===== src/rtl/data_bus_pkg.sv =====
// Shared types and default constants for the relay-style data bus controller.
// The state encoding and parameter defaults live here so every block agrees on them.
package data_bus_pkg;

    localparam int DEF_DATA_BUS_WIDTH = 8;
    localparam int DEF_NUM_SRC        = 9;
    localparam int DEF_NUM_DST        = 13;
    localparam int DEF_SETTLE_CYCLES  = 2;
    localparam int MAX_SETTLE_CYCLES  = 15;
    localparam int SETTLE_CNT_W       = 4;

    typedef enum logic [2:0] {
        ST_IDLE    = 3'd0,
        ST_SELECT  = 3'd1,
        ST_SETTLE  = 3'd2,
        ST_LOAD    = 3'd3,
        ST_RELEASE = 3'd4
    } bus_state_t;

    // Index width for n items; never narrower than one bit.
    function automatic int idx_width(input int n);
        return (n > 1) ? $clog2(n) : 1;
    endfunction

endpackage


===== src/rtl/data_bus_ctrl_if.sv =====
// Request handshake plus bus-side signals of the data bus controller.
// master = requester/bus environment, slave = controller.
interface data_bus_ctrl_if
    import data_bus_pkg::*;
#(
    parameter int DATA_BUS_WIDTH = DEF_DATA_BUS_WIDTH,
    parameter int NUM_SRC        = DEF_NUM_SRC,
    parameter int NUM_DST        = DEF_NUM_DST
);
    localparam int SRC_W = idx_width(NUM_SRC);
    localparam int DST_W = idx_width(NUM_DST);

    logic                              req_valid;
    logic                              req_ready;
    logic [SRC_W-1:0]                  req_src;
    logic [DST_W-1:0]                  req_dst;
    logic [NUM_SRC*DATA_BUS_WIDTH-1:0] src_data;
    logic [NUM_SRC-1:0]                src_sel;
    logic [NUM_DST-1:0]                dst_load;
    logic [DATA_BUS_WIDTH-1:0]         bus_data;
    logic                              busy;
    logic                              xfer_done;
    logic                              err_bad_sel;
    logic                              err_clr;

    modport master (
        output req_valid, req_src, req_dst, src_data, err_clr,
        input  req_ready, src_sel, dst_load, bus_data, busy, xfer_done, err_bad_sel
    );

    modport slave (
        input  req_valid, req_src, req_dst, src_data, err_clr,
        output req_ready, src_sel, dst_load, bus_data, busy, xfer_done, err_bad_sel
    );

endinterface


===== src/rtl/data_bus_settle_timer.sv =====
// Loadable down-counter that times the relay settle interval.
// Holds at zero; zero flag is combinational from the count register.
module data_bus_settle_timer #(
    parameter int CNT_W = 4
) (
    input  logic             clk,
    input  logic             rst,
    input  logic             load,
    input  logic [CNT_W-1:0] load_value,
    input  logic             count,
    output logic             zero
);

    logic [CNT_W-1:0] count_reg;
    logic [CNT_W-1:0] count_next;

    always_comb begin
        count_next = count_reg;
        if (load) begin
            count_next = load_value;
        end else if (count && (count_reg != '0)) begin
            count_next = count_reg - 1'b1;
        end
    end

    always_ff @(posedge clk) begin
        if (rst) begin
            count_reg <= '0;
        end else begin
            count_reg <= count_next;
        end
    end

    assign zero = (count_reg == '0);

endmodule


===== src/rtl/data_bus_ctrl.sv =====
// Single-master data bus sequencer: select a source, let relays settle,
// strobe one destination, then release the bus before the next transfer.
module data_bus_ctrl
    import data_bus_pkg::*;
#(
    parameter int DATA_BUS_WIDTH = DEF_DATA_BUS_WIDTH,
    parameter int NUM_SRC        = DEF_NUM_SRC,
    parameter int NUM_DST        = DEF_NUM_DST,
    parameter int SETTLE_CYCLES  = DEF_SETTLE_CYCLES
) (
    input logic           clk,
    input logic           rst,
    data_bus_ctrl_if.slave bif
);

    localparam int SRC_W = idx_width(NUM_SRC);
    localparam int DST_W = idx_width(NUM_DST);
    localparam int CNT_W = SETTLE_CNT_W;
    localparam int W     = DATA_BUS_WIDTH;

    // The first settle cycle is spent at count N-1, so SETTLE lasts exactly N cycles.
    localparam logic [CNT_W-1:0] SETTLE_LOAD =
        (SETTLE_CYCLES > 0) ? CNT_W'(SETTLE_CYCLES - 1) : '0;

    bus_state_t       state_reg;
    bus_state_t       state_next;
    logic [SRC_W-1:0] src_idx_reg;
    logic [SRC_W-1:0] src_idx_next;
    logic [DST_W-1:0] dst_idx_reg;
    logic [DST_W-1:0] dst_idx_next;
    logic             err_reg;
    logic             err_next;

    logic             req_bad;
    logic             bad_sel;
    logic             timer_load;
    logic             timer_count;
    logic             timer_zero;
    logic             drive;
    logic             load_phase;

    logic [NUM_SRC-1:0] sel_vec;
    logic [NUM_DST-1:0] load_vec;
    logic [W-1:0]       slice_gated [NUM_SRC];
    logic [W-1:0]       bus_acc;

    assign req_bad = (int'(bif.req_src) >= NUM_SRC) || (int'(bif.req_dst) >= NUM_DST);

    always_comb begin
        state_next   = state_reg;
        src_idx_next = src_idx_reg;
        dst_idx_next = dst_idx_reg;
        timer_load   = 1'b0;
        timer_count  = 1'b0;
        bad_sel      = 1'b0;
        unique case (state_reg)
            ST_IDLE: begin
                if (bif.req_valid) begin
                    // A bad index is consumed here and never reaches the bus.
                    if (req_bad) begin
                        bad_sel = 1'b1;
                    end else begin
                        src_idx_next = bif.req_src;
                        dst_idx_next = bif.req_dst;
                        state_next   = ST_SELECT;
                    end
                end
            end
            ST_SELECT: begin
                if (SETTLE_CYCLES > 0) begin
                    timer_load = 1'b1;
                    state_next = ST_SETTLE;
                end else begin
                    state_next = ST_LOAD;
                end
            end
            ST_SETTLE: begin
                if (timer_zero) begin
                    state_next = ST_LOAD;
                end else begin
                    timer_count = 1'b1;
                end
            end
            ST_LOAD: begin
                state_next = ST_RELEASE;
            end
            ST_RELEASE: begin
                state_next = ST_IDLE;
            end
            default: begin
                state_next = ST_IDLE;
            end
        endcase
    end

    // Set has priority so an error arriving with a clear is not lost.
    always_comb begin
        err_next = err_reg;
        if (bif.err_clr) begin
            err_next = 1'b0;
        end
        if (bad_sel) begin
            err_next = 1'b1;
        end
    end

    always_ff @(posedge clk) begin
        if (rst) begin
            state_reg   <= ST_IDLE;
            src_idx_reg <= '0;
            dst_idx_reg <= '0;
            err_reg     <= 1'b0;
        end else begin
            state_reg   <= state_next;
            src_idx_reg <= src_idx_next;
            dst_idx_reg <= dst_idx_next;
            err_reg     <= err_next;
        end
    end

    data_bus_settle_timer #(
        .CNT_W (CNT_W)
    ) u_settle_timer (
        .clk        (clk),
        .rst        (rst),
        .load       (timer_load),
        .load_value (SETTLE_LOAD),
        .count      (timer_count),
        .zero       (timer_zero)
    );

    assign drive      = (state_reg == ST_SELECT) || (state_reg == ST_SETTLE) ||
                        (state_reg == ST_LOAD);
    assign load_phase = (state_reg == ST_LOAD);

    genvar gi;
    generate
        for (gi = 0; gi < NUM_SRC; gi++) begin : g_src
            assign sel_vec[gi]     = drive && (src_idx_reg == SRC_W'(gi));
            assign slice_gated[gi] = sel_vec[gi] ? bif.src_data[gi*W +: W] : '0;
        end
        for (gi = 0; gi < NUM_DST; gi++) begin : g_dst
            assign load_vec[gi] = load_phase && (dst_idx_reg == DST_W'(gi));
        end
    endgenerate

    // Wired-OR of the gated slices; an undriven bus reads as zero.
    always_comb begin
        bus_acc = '0;
        for (int i = 0; i < NUM_SRC; i++) begin
            bus_acc = bus_acc | slice_gated[i];
        end
    end

    assign bif.req_ready   = (state_reg == ST_IDLE);
    assign bif.busy        = (state_reg != ST_IDLE);
    assign bif.src_sel     = sel_vec;
    assign bif.dst_load    = load_vec;
    assign bif.bus_data    = bus_acc;
    assign bif.xfer_done   = load_phase;
    assign bif.err_bad_sel = err_reg;

endmodule


===== src/flat_wrapper.sv =====
// flat-port wrapper written by rule: the top's interface ports become plain ports
module data_bus_ctrl_flat import data_bus_pkg::*;
#(
    parameter int DATA_BUS_WIDTH = DEF_DATA_BUS_WIDTH,
    parameter int NUM_SRC        = DEF_NUM_SRC,
    parameter int NUM_DST        = DEF_NUM_DST,
    parameter int SETTLE_CYCLES  = DEF_SETTLE_CYCLES
)
  (clk, rst, bif_req_valid, bif_req_src, bif_req_dst, bif_src_data, bif_err_clr, bif_req_ready, bif_src_sel, bif_dst_load, bif_bus_data, bif_busy, bif_xfer_done, bif_err_bad_sel);
  data_bus_ctrl_if #(.DATA_BUS_WIDTH(DATA_BUS_WIDTH), .NUM_SRC(NUM_SRC), .NUM_DST(NUM_DST)) bif_i ();
  input logic clk;
  input logic rst;
  input wire logic [$bits(bif_i.req_valid)-1:0] bif_req_valid;
  input wire logic [$bits(bif_i.req_src)-1:0] bif_req_src;
  input wire logic [$bits(bif_i.req_dst)-1:0] bif_req_dst;
  input wire logic [$bits(bif_i.src_data)-1:0] bif_src_data;
  input wire logic [$bits(bif_i.err_clr)-1:0] bif_err_clr;
  output wire logic [$bits(bif_i.req_ready)-1:0] bif_req_ready;
  output wire logic [$bits(bif_i.src_sel)-1:0] bif_src_sel;
  output wire logic [$bits(bif_i.dst_load)-1:0] bif_dst_load;
  output wire logic [$bits(bif_i.bus_data)-1:0] bif_bus_data;
  output wire logic [$bits(bif_i.busy)-1:0] bif_busy;
  output wire logic [$bits(bif_i.xfer_done)-1:0] bif_xfer_done;
  output wire logic [$bits(bif_i.err_bad_sel)-1:0] bif_err_bad_sel;
  assign bif_i.req_valid = bif_req_valid;
  assign bif_i.req_src = bif_req_src;
  assign bif_i.req_dst = bif_req_dst;
  assign bif_i.src_data = bif_src_data;
  assign bif_i.err_clr = bif_err_clr;
  assign bif_req_ready = bif_i.req_ready;
  assign bif_src_sel = bif_i.src_sel;
  assign bif_dst_load = bif_i.dst_load;
  assign bif_bus_data = bif_i.bus_data;
  assign bif_busy = bif_i.busy;
  assign bif_xfer_done = bif_i.xfer_done;
  assign bif_err_bad_sel = bif_i.err_bad_sel;
  data_bus_ctrl #(.DATA_BUS_WIDTH(DATA_BUS_WIDTH), .NUM_SRC(NUM_SRC), .NUM_DST(NUM_DST), .SETTLE_CYCLES(SETTLE_CYCLES)) u_core (.clk(clk), .rst(rst), .bif(bif_i));
endmodule

===== config.mk =====
export PLATFORM = sky130hd
export DESIGN_NAME = data_bus_ctrl_flat
export DESIGN_NICKNAME = d
export VERILOG_FILES = /design/src/rtl/data_bus_pkg.sv /design/src/rtl/data_bus_ctrl_if.sv /design/src/rtl/data_bus_settle_timer.sv /design/src/rtl/data_bus_ctrl.sv /design/src/flat_wrapper.sv
export SDC_FILE = /design/constraint.sdc
export NUM_CORES = 1
export LEC_CHECK = 0
export ABC_AREA = 1
export CORE_ASPECT_RATIO = 1.1
export CORE_MARGIN = 8
export CORE_UTILIZATION = 38
export CTS_CLUSTER_SIZE = 8
export DETAILED_ROUTE_END_ITERATION = 12
export HOLD_SLACK_MARGIN = 0.15
export PLACE_DENSITY = 0.87
export SETUP_SLACK_MARGIN = 0.1
export SLEW_MARGIN = 20
export SYNTH_ARGS = -nofsm -noshare
export SYNTH_HDL_FRONTEND = slang
export SYNTH_SLANG_ARGS = --single-unit

===== constraint.sdc =====
create_clock -name clk -period 4.38 [get_ports clk]
set_input_delay 1.314 -clock clk [delete_from_list [all_inputs] [get_ports clk]]
set_output_delay 1.314 -clock clk [all_outputs]
set_load 0.02 [all_outputs]

==> impl_metrics.tcl, run 1 <==
set metrics [dict create \
    synth_seq_cells 16 \
    peakVddDrop_v 0.0002087 \
    post-route-min-period_ns 4.077 \
    yosysWarnings 0 \
    vias 2275 \
    antenna_left 0 \
    drc_errors 0 \
    dp_slack_ns 0.2934 \
    setup_violations 0 \
    wl_mm 6.490 \
    fin_setup_tns_ns 0 \
    cts_htree_levels 1 \
    row_count 25 \
    synth_area_um2 1642 \
    cts.hold.buffers_added 0 \
    initial_core_util 0.3887 \
    start_kind "input pin" \
    post_cts_resized 0 \
    firstDrtPassIters 4 \
    worst-path-buf-inv 3 \
    chipWidth_um 78.67 \
    drtIter0Drc 135 \
    relSlewSlack 0.7262 \
    placed_area_um2 2824 \
    seqCellArea_um2 320.3 \
    ys_types 23 \
    grt_pass1_wl_mm 10.23 \
    critPathKind "input pin to primary output" \
    cp_slowest_cell "clkdlybuf4s50_1" \
    cp_max_fo 1 \
    status "finished, final reports clean" \
    hold_class "flop to flop" \
    clock-sinks 16 \
    path_common_cell "clkdlybuf4s50_1" \
    drive_gt1_frac 0.07125 \
    period_share 0.9309 \
    fin_area_um2 2879 \
    grt_max_degree 53 \
    end_kind "primary output" \
    core_um2 4223 \
    tightest_slew_ns 0.4102 \
    powerDensity_nw_per_um2 247.4 \
    clock_skew_ns 0.007424 \
    clk_pin_slew_ns 0.06 \
    synth_top_area_frac 0.1982 \
    leakage_nw 1.240 \
    syn-num-nets 376 \
    die_y_um 84.94 \
    arrival_ns 2.76 \
    maxSlewViolCount 0 \
    post_drt_wl_per_cell_um 14.08 \
    place_inst 457 \
    clkLatencyLatePin_ns 0.26 \
    required_ns 3.07 \
    fmax_mhz 245.3 \
    via_per_inst 4.935 \
    fillCellCount 380 \
    final_cells 461 \
    cts_tree "done" \
    place.gp.congestion 0.8637 \
    dp_hpwl_mm 5.448 \
    antenna_found_initial 0 \
    grt_setup_unrepaired "false" \
    multi_input_area_um2 1091 \
    die-area_um2 6681 \
    finalWorstSetupSlack_ns 0.3026 \
    cts_buffer_depth 2 \
    numPortBuffers 117 \
    crit_path_max_incr_delay_ns 0.61 \
    hold_viol 0 \
    synth_top_cells_by_area "nand3_1 (20%), dfxtp_1 (20%), nand2_1 (12%), nor2_1 (11%), inv_1 (8.5%)" \
    seq_area_frac_synth 0.1951 \
    final_common_cell "clkdlybuf4s50_1" \
    ctsRootBufferMaster "clkbuf_8" \
    grt_pass1_vias 2149 \
    cp_top_family "buffers and inverters" \
    mostFrequentLayoutCells "clkdlybuf4s50_1 (117), nand3_1 (65), nand2_1 (51)" \
    maxCapViolations 0 \
    synth_top_cell_by_area "nand3_1" \
    cts_setup_buffers 0 \
    areaGrowthSynthToFinish_pct 75.38 \
    synth_area_per_cell_um2 5.641 \
    top_level_ports 118 \
    track_usage 0.1855 \
    nNetsFinal 493 \
    overflow 0 \
    diodes 0 \
    cp_cell_sequence "clkdlybuf4s50_1 > inv_1 > o21ai_0 > nor2_1 > nand2_1 > clkdlybuf4s50_1" \
    syn_inst 291 \
    cts-buffers-inserted 3 \
]
## synth_stat cells, drive strengths merged
cell,n
a21boi,1
a21oi,6
buf,5
dfxtp,16
ha,1
inv,45
nand2,53
nand3,67
nor2,60
nor3,6
nor4,1
o21ai,27
o21bai,1
xor2,2
## per-stage QoR
stage / hold slack (ns) / power [mW] / utilization
global placement: 0.4543 / 0.5761 / 0.6687
global route: 0.5102 / 0.7595 / 0.6818
detailed placement: 0.4659 / 0.5850 / 0.6687
floorplan: 0.4441 / 0.4343 / -
CTS: 0.4761 / 0.7148 / 0.6818
finish: 0.4710 / 0.7123 / 0.6818
## worst reg2reg max path, stage by stage (launching register included)
cell and delay [ns]:
dfxtp_1 0.33, inv_1 0.07, ha_1 0.23, nand3_1 0.09, nand3_1 0.16, inv_1 0.19
nand2_1 0.07, a21oi_1 0.13
## logic make-up after synthesis
kind of cell / Yosys count / share of synthesized area
buf+inv: 50 / 0.1402
fa+ha+maj: 1 / 0.007621
flops: 16 / 0.1951
xor+xnor: 2 / 0.01067
compound gates: 35 / 0.1166
simple gates: 187 / 0.5297
## metal layers
metal,vias to the layer above,GRT usage,part of all wire
li1,1168,-,-
met1,1006,0.2235,0.40
met2,92,0.3167,0.47
met3,9,0.03911,0.11
met4,0,0.05902,0.018
met5,-,0,0
## final timing paths
check	start	end	slack, ns	cells past startpoint
setup / recovery	bif_src_data[14]	bif_bus_data[6]	0.30	6
setup reg to reg	u_core.u_settle_timer.count_reg[0]$_SDFFE_PP0P_	u_core.u_settle_timer.count_reg[0]$_SDFFE_PP0P_	3.05	7
hold reg to reg	u_core.u_settle_timer.count_reg[3]$_SDFFE_PP0P_	u_core.u_settle_timer.count_reg[3]$_SDFFE_PP0P_	0.47	2
hold / removal	u_core.u_settle_timer.count_reg[3]$_SDFFE_PP0P_	u_core.u_settle_timer.count_reg[3]$_SDFFE_PP0P_	0.47	2
## where the power goes
group	switching, mW	internal [mW]	total (mW)
Clock	0.0510	0.0798	0.131
Sequential	0.0179	0.162	0.180
Combinational	0.223	0.178	0.401
Total	0.292	0.420	0.712
## cell type report
class / count / area share
inverter: 45 / 0.06041
multi-input combinational: 225 / 0.3790
tap: 54 / 0.02347
timing repair buffer: 117 / 0.4068
sequential: 16 / 0.1113
clock buffer: 4 / 0.01912
Note: power is estimated with default switching activity, not from simulation.
==> run 2: changes to the inputs <==
==> constraint.sdc (replaced) <==
create_clock -name clk -period 4.38 [get_ports clk]
set_input_delay 1.314 -clock clk [delete_from_list [all_inputs] [get_ports clk]]
set_output_delay 1.314 -clock clk [all_outputs]
set_load 0.005 [all_outputs]
==> impl_metrics.tcl, run 2 (same netlist as run 1, synthesis figures left out) <==
set metrics [dict create \
    status "finished, final reports clean" \
    via_per_inst 4.989 \
    clkLatencyLatePin_ns 0.25 \
    areaGrowthSynthToFinish_pct 75.38 \
    cts-buffers-inserted 3 \
    antenna_left 0 \
    place_inst 457 \
    relSlewSlack 0.7287 \
    required_ns 3.07 \
    setup_violations 0 \
    cts_tree "done" \
    chipWidth_um 78.67 \
    mostFrequentLayoutCells "clkdlybuf4s50_1 (117), nand3_1 (65), nand2_1 (51)" \
    peakVddDrop_v 0.0002184 \
    grt_pass1_wl_mm 10.32 \
    r2r_cells 7 \
    ctsRootBufferMaster "clkbuf_8" \
    start_kind "input pin" \
    post_cts_resized 0 \
    wl_mm 6.512 \
    post_drt_wl_per_cell_um 14.13 \
    worst_hold_slack_ns 0.4683 \
    grt_max_degree 53 \
    drc_errors 0 \
    drive_gt1_frac 0.07125 \
    overflow 0 \
    diodes 0 \
    initial_core_util 0.3887 \
    dp_hpwl_mm 5.495 \
    maxSlewViolCount 0 \
    maxCapViolations 0 \
    row_count 25 \
    cts_htree_levels 1 \
    clock_skew_ns 0.003934 \
    clock-sinks 16 \
    cp_max_fo 1 \
    cts_setup_buffers 0 \
    fin_setup_tns_ns 0 \
    nNetsFinal 493 \
    die-area_um2 6681 \
    top_level_ports 118 \
    fin_area_um2 2879 \
    placed_area_um2 2824 \
    end_kind "primary output" \
    grt_pass1_vias 2171 \
    final_common_cell "clkdlybuf4s50_1" \
    place.gp.congestion 0.8638 \
    die_y_um 84.94 \
    cts.hold.buffers_added 0 \
    hold_class "flop to flop" \
    clk_pin_slew_ns 0.06 \
    post-route-min-period_ns 3.993 \
    fmax_mhz 250.5 \
    grt_setup_unrepaired "false" \
    holdPathStages 2 \
    antenna_found_initial 0 \
    cts_buffer_depth 2 \
    leakage_nw 1.240 \
    track_usage 0.1868 \
    firstDrtPassIters 4 \
    critPathKind "input pin to primary output" \
    period_share 0.9115 \
    numPortBuffers 117 \
    drtIter0Drc 148 \
    hold_viol 0 \
    powerDensity_nw_per_um2 233.6 \
    vias 2300 \
    arrival_ns 2.68 \
    tightest_slew_ns 0.4065 \
    core_um2 4223 \
    final_cells 461 \
]
[run 2: cell type report]
type                       count  area, um2
multi-input combinational    225       1091
inverter                      45      173.9
sequential                    16      320.3
clock buffer                   4      55.05
fill                         377       1344
timing repair buffer         117       1171
tap                           54      67.56
[run 2: critical path, cell delays in order]
cell and delay [ns]:
clkdlybuf4s50_1 0.45, inv_1 0.03, o21ai_0 0.24, nor2_1 0.07
nand2_1 0.07, clkdlybuf4s50_1 0.51
[run 2: final timing paths]
kind,from,to,slack (ns)
hold reg to reg,u_core.u_settle_timer.count_reg[3]$_SDFFE_PP0P_,u_core.u_settle_timer.count_reg[3]$_SDFFE_PP0P_,0.47
hold / removal,u_core.u_settle_timer.count_reg[3]$_SDFFE_PP0P_,u_core.u_settle_timer.count_reg[3]$_SDFFE_PP0P_,0.47
setup reg to reg,u_core.u_settle_timer.count_reg[0]$_SDFFE_PP0P_,u_core.u_settle_timer.count_reg[0]$_SDFFE_PP0P_,3.06
setup / recovery,bif_src_data[8],bif_bus_data[0],0.39
[run 2: power breakdown]
| part | total (mW) | switching [mW] | internal, mW | leakage (nW) |
|---|---|---|---|---|
| clock network | 0.128 | 0.0486 | 0.0797 | 0.0288 |
| registers | 0.180 | 0.0178 | 0.162 | 0.131 |
| logic | 0.364 | 0.187 | 0.177 | 1.08 |
| total | 0.673 | 0.253 | 0.419 | 1.24 |
[run 2: metal layers]
metal  GRT usage  share of wire  up-vias
met1      0.2183           0.40     1019
met2      0.3213           0.47       97
met5           0              0        -
li1            -              -     1173
met3     0.04545           0.11       11
met4     0.06239          0.020        0
[run 2: metrics by stage]
step / power, mW / util / worst slack (ns)
after floorplan: 0.3979 / - / 1.480
after global placement: 0.5396 / 0.6687 / 0.3910
after detailed placement: 0.5489 / 0.6687 / 0.3849
after CTS: 0.6777 / 0.6818 / 0.3853
after global routing: 0.7254 / 0.6818 / 0.3473
final: 0.6727 / 0.6818 / 0.3874
==> edit (flow settings as in run 1) <==
The package constant `SETTLE_CNT_W` goes from 4 to 6.
--- a/src/rtl/data_bus_pkg.sv
+++ b/src/rtl/data_bus_pkg.sv
@@ -7,7 +7,7 @@
     localparam int DEF_NUM_DST        = 13;
     localparam int DEF_SETTLE_CYCLES  = 2;
     localparam int MAX_SETTLE_CYCLES  = 15;
-    localparam int SETTLE_CNT_W       = 4;
+    localparam int SETTLE_CNT_W       = 6;
 
     typedef enum logic [2:0] {
         ST_IDLE    = 3'd0,
Formal check against the unedited RTL: same outputs for any inputs over 10 cycles, from zero or initial values and one cycle with rst high; that may be too few to reach the edited logic, so the function may still have changed.
==> edit against run 1 <==
Setup slack lost 0.011 ns. Final cell count increased by 8.0%. Power increased by 7.8%. Wire length grew 9.6%. Sequential cell count is 2 higher. Area after synthesis rose by 7.9%. Count of clock-buffer cells in the layout unchanged. Design area rose by 4.5%. Register-to-register slack worse by 0.09 ns. Critical endpoint is now bif_bus_data[5]. Largest power group unchanged.
==> edit: results (changes against run 1) <==
* Hpwl dp at 5.90 mm (+8.3%)
* Top post-synthesis cells by area: dfxtp_1, nand3_1, nand2_1
* Int Pwr at 0.000453 W (+7.9%)
* Register area share after synthesis at 20.3% (+0.83 points)
* Largest register FFs at 6
* Distinct cell type count of the synthesized netlist at 24 (+4.3%)
* Total Nets Final at 528 (+7.1%)
* Clk pin slew, worst setup/hold paths at 0.07 ns
* Syn Inst Count at 326 (+12%)
* Worst Hold Endpoint: u_core.bif.err_bad_sel
* RR Startpoint: u_core.state_reg[0]
* Synthesized Nets at 411 (+9.3%)
* DR vias at 2455 (+7.9%)
* Via density at 4.93 (-0.11%)
* Final Skew at 0.00340 ns (-0.00402 ns)
* Synth warn at 0 (unchanged)
* Post-CTS Resized at 0 (unchanged)
* GRT Util Overall at 19.0% (+0.41 points)
* Placed insts at 494 (+8.1%)
* R2R Setup Slk at 2.96 ns (-0.09 ns)
* Status: finished, final reports clean
* First-pass GRT wire length at 10.8 mm (+5.7%)
* Commonest cells post-synth: nand3_1, nand2_1, nor2_1
* Slew HR at 51.5% (-21 points)
* H-tree levels at 1 (unchanged)
* FILL cells at 405 (+6.6%)
* Share of cells above drive strength 1 at 3.85% (-3.3 points)
* Ys flop type: dfxtp_1
* Hold_sp: u_core.bif.err_bad_sel
* Max VDD drop at 0.000235 V (+13%)
* Vias in the first global route at 2240 (+4.2%)
* Reg2reg end: u_core.dst_idx_reg[3]
* CTS Buffer Depth at 2 (unchanged)
* WHS at 0.480 ns (+0.00876 ns)
* Gpl congestion at 0.924 (+6.9%)
* Pleak at 1.33 nW (+7.7%)
* DR iter-0 viols at 156 (+16%)
* Critical Path AT at 2.77 ns (about the same)
* Wirelength per Cell at 14.3 um (+1.4%)
* Worst reg-to-reg path cell count at 6 (-1)
* I/O Buffers at 117 (unchanged)
* Critical Path Start: bif_src_data[5]
* Largest net degree at the start of global routing at 50 (-5.7%)
* Clock root buffer master: clkbuf_8
* Antenna violations before repair at 0 (unchanged)
[edit: cell count changes after synthesis, moves of 2 or more]
cell,delta
nor2_1,+15
inv_2,-5
dfxtp_1,+2
nor2_2,-3
o21ai_0,-9
xnor2_1,+2
nand3_2,-2
nand3_1,+4
inv_1,+13
nand2_1,+16
[edit: worst max-delay path by stage]
stage and endpoint:
6_report bif_bus_data[5], 4_1_cts bif_bus_data[5], 3_3_place_gp bif_bus_data[0], 3_5_place_dp bif_bus_data[5], 5_1_grt bif_bus_data[4], 2_1_floorplan bif_bus_data[5]
[edit: metrics by stage]
stage / cell area (um^2) / setup WS (ns)
after floorplan: 1770 / 1.34
after global placement: 2950 / 0.345
after detailed placement: 2950 / 0.302
after CTS: 3010 / 0.291
after global routing: 3010 / 0.276
final: 3010 / 0.291
[edit: power groups by stage]
| stage | combinational (W) | sequential (W) | clock (W) |
|---|---|---|---|
| finish | 0.000433 | 0.000199 | 0.000136 |
| global route | 0.000476 | 0.000202 | 0.000148 |
| CTS | 0.000434 | 0.000199 | 0.000140 |
| detailed placement | 0.000431 | 0.000202 | 0 |
| global placement | 0.000426 | 0.000201 | 0 |
| floorplan | 0.000282 | 0.000200 | 0 |
[edit: logic make-up after synthesis]
logic type,Yosys count,synth area share (%)
and+or+nand+nor,219,54.8
buffers and inverters,58,14.8
AOI/OAI and AO/OA,27,7.84
DFF,18,20.3
xor gates and xnor gates,3,1.48
adders and majority gates,1,0.706
[edit: area by class of cell]
cell class	instances	area share, %
Timing Repair Buffer	118	39.2
Clock buffer	4	1.83
Tap cell	56	2.33
Inverter	52	6.49
Multi-Input combinational cell	250	38.2
Sequential cell	18	12.0
[edit: metal layers]
metal / part of all wire, % / vias up / GRT usage, %
met5: 0 / - / 0
li1: - / 1265 / -
met1: 41 / 1080 / 23.1
met2: 47 / 105 / 33.5
met4: 0.65 / 0 / 3.74
met3: 12 / 5 / 3.49
[edit: critical path, cell delays in order]
cell and delay (ns):
clkdlybuf4s50_1 0.45, nor3b_1 0.21, nor2_1 0.10, nand3_1 0.09, clkdlybuf4s50_1 0.61
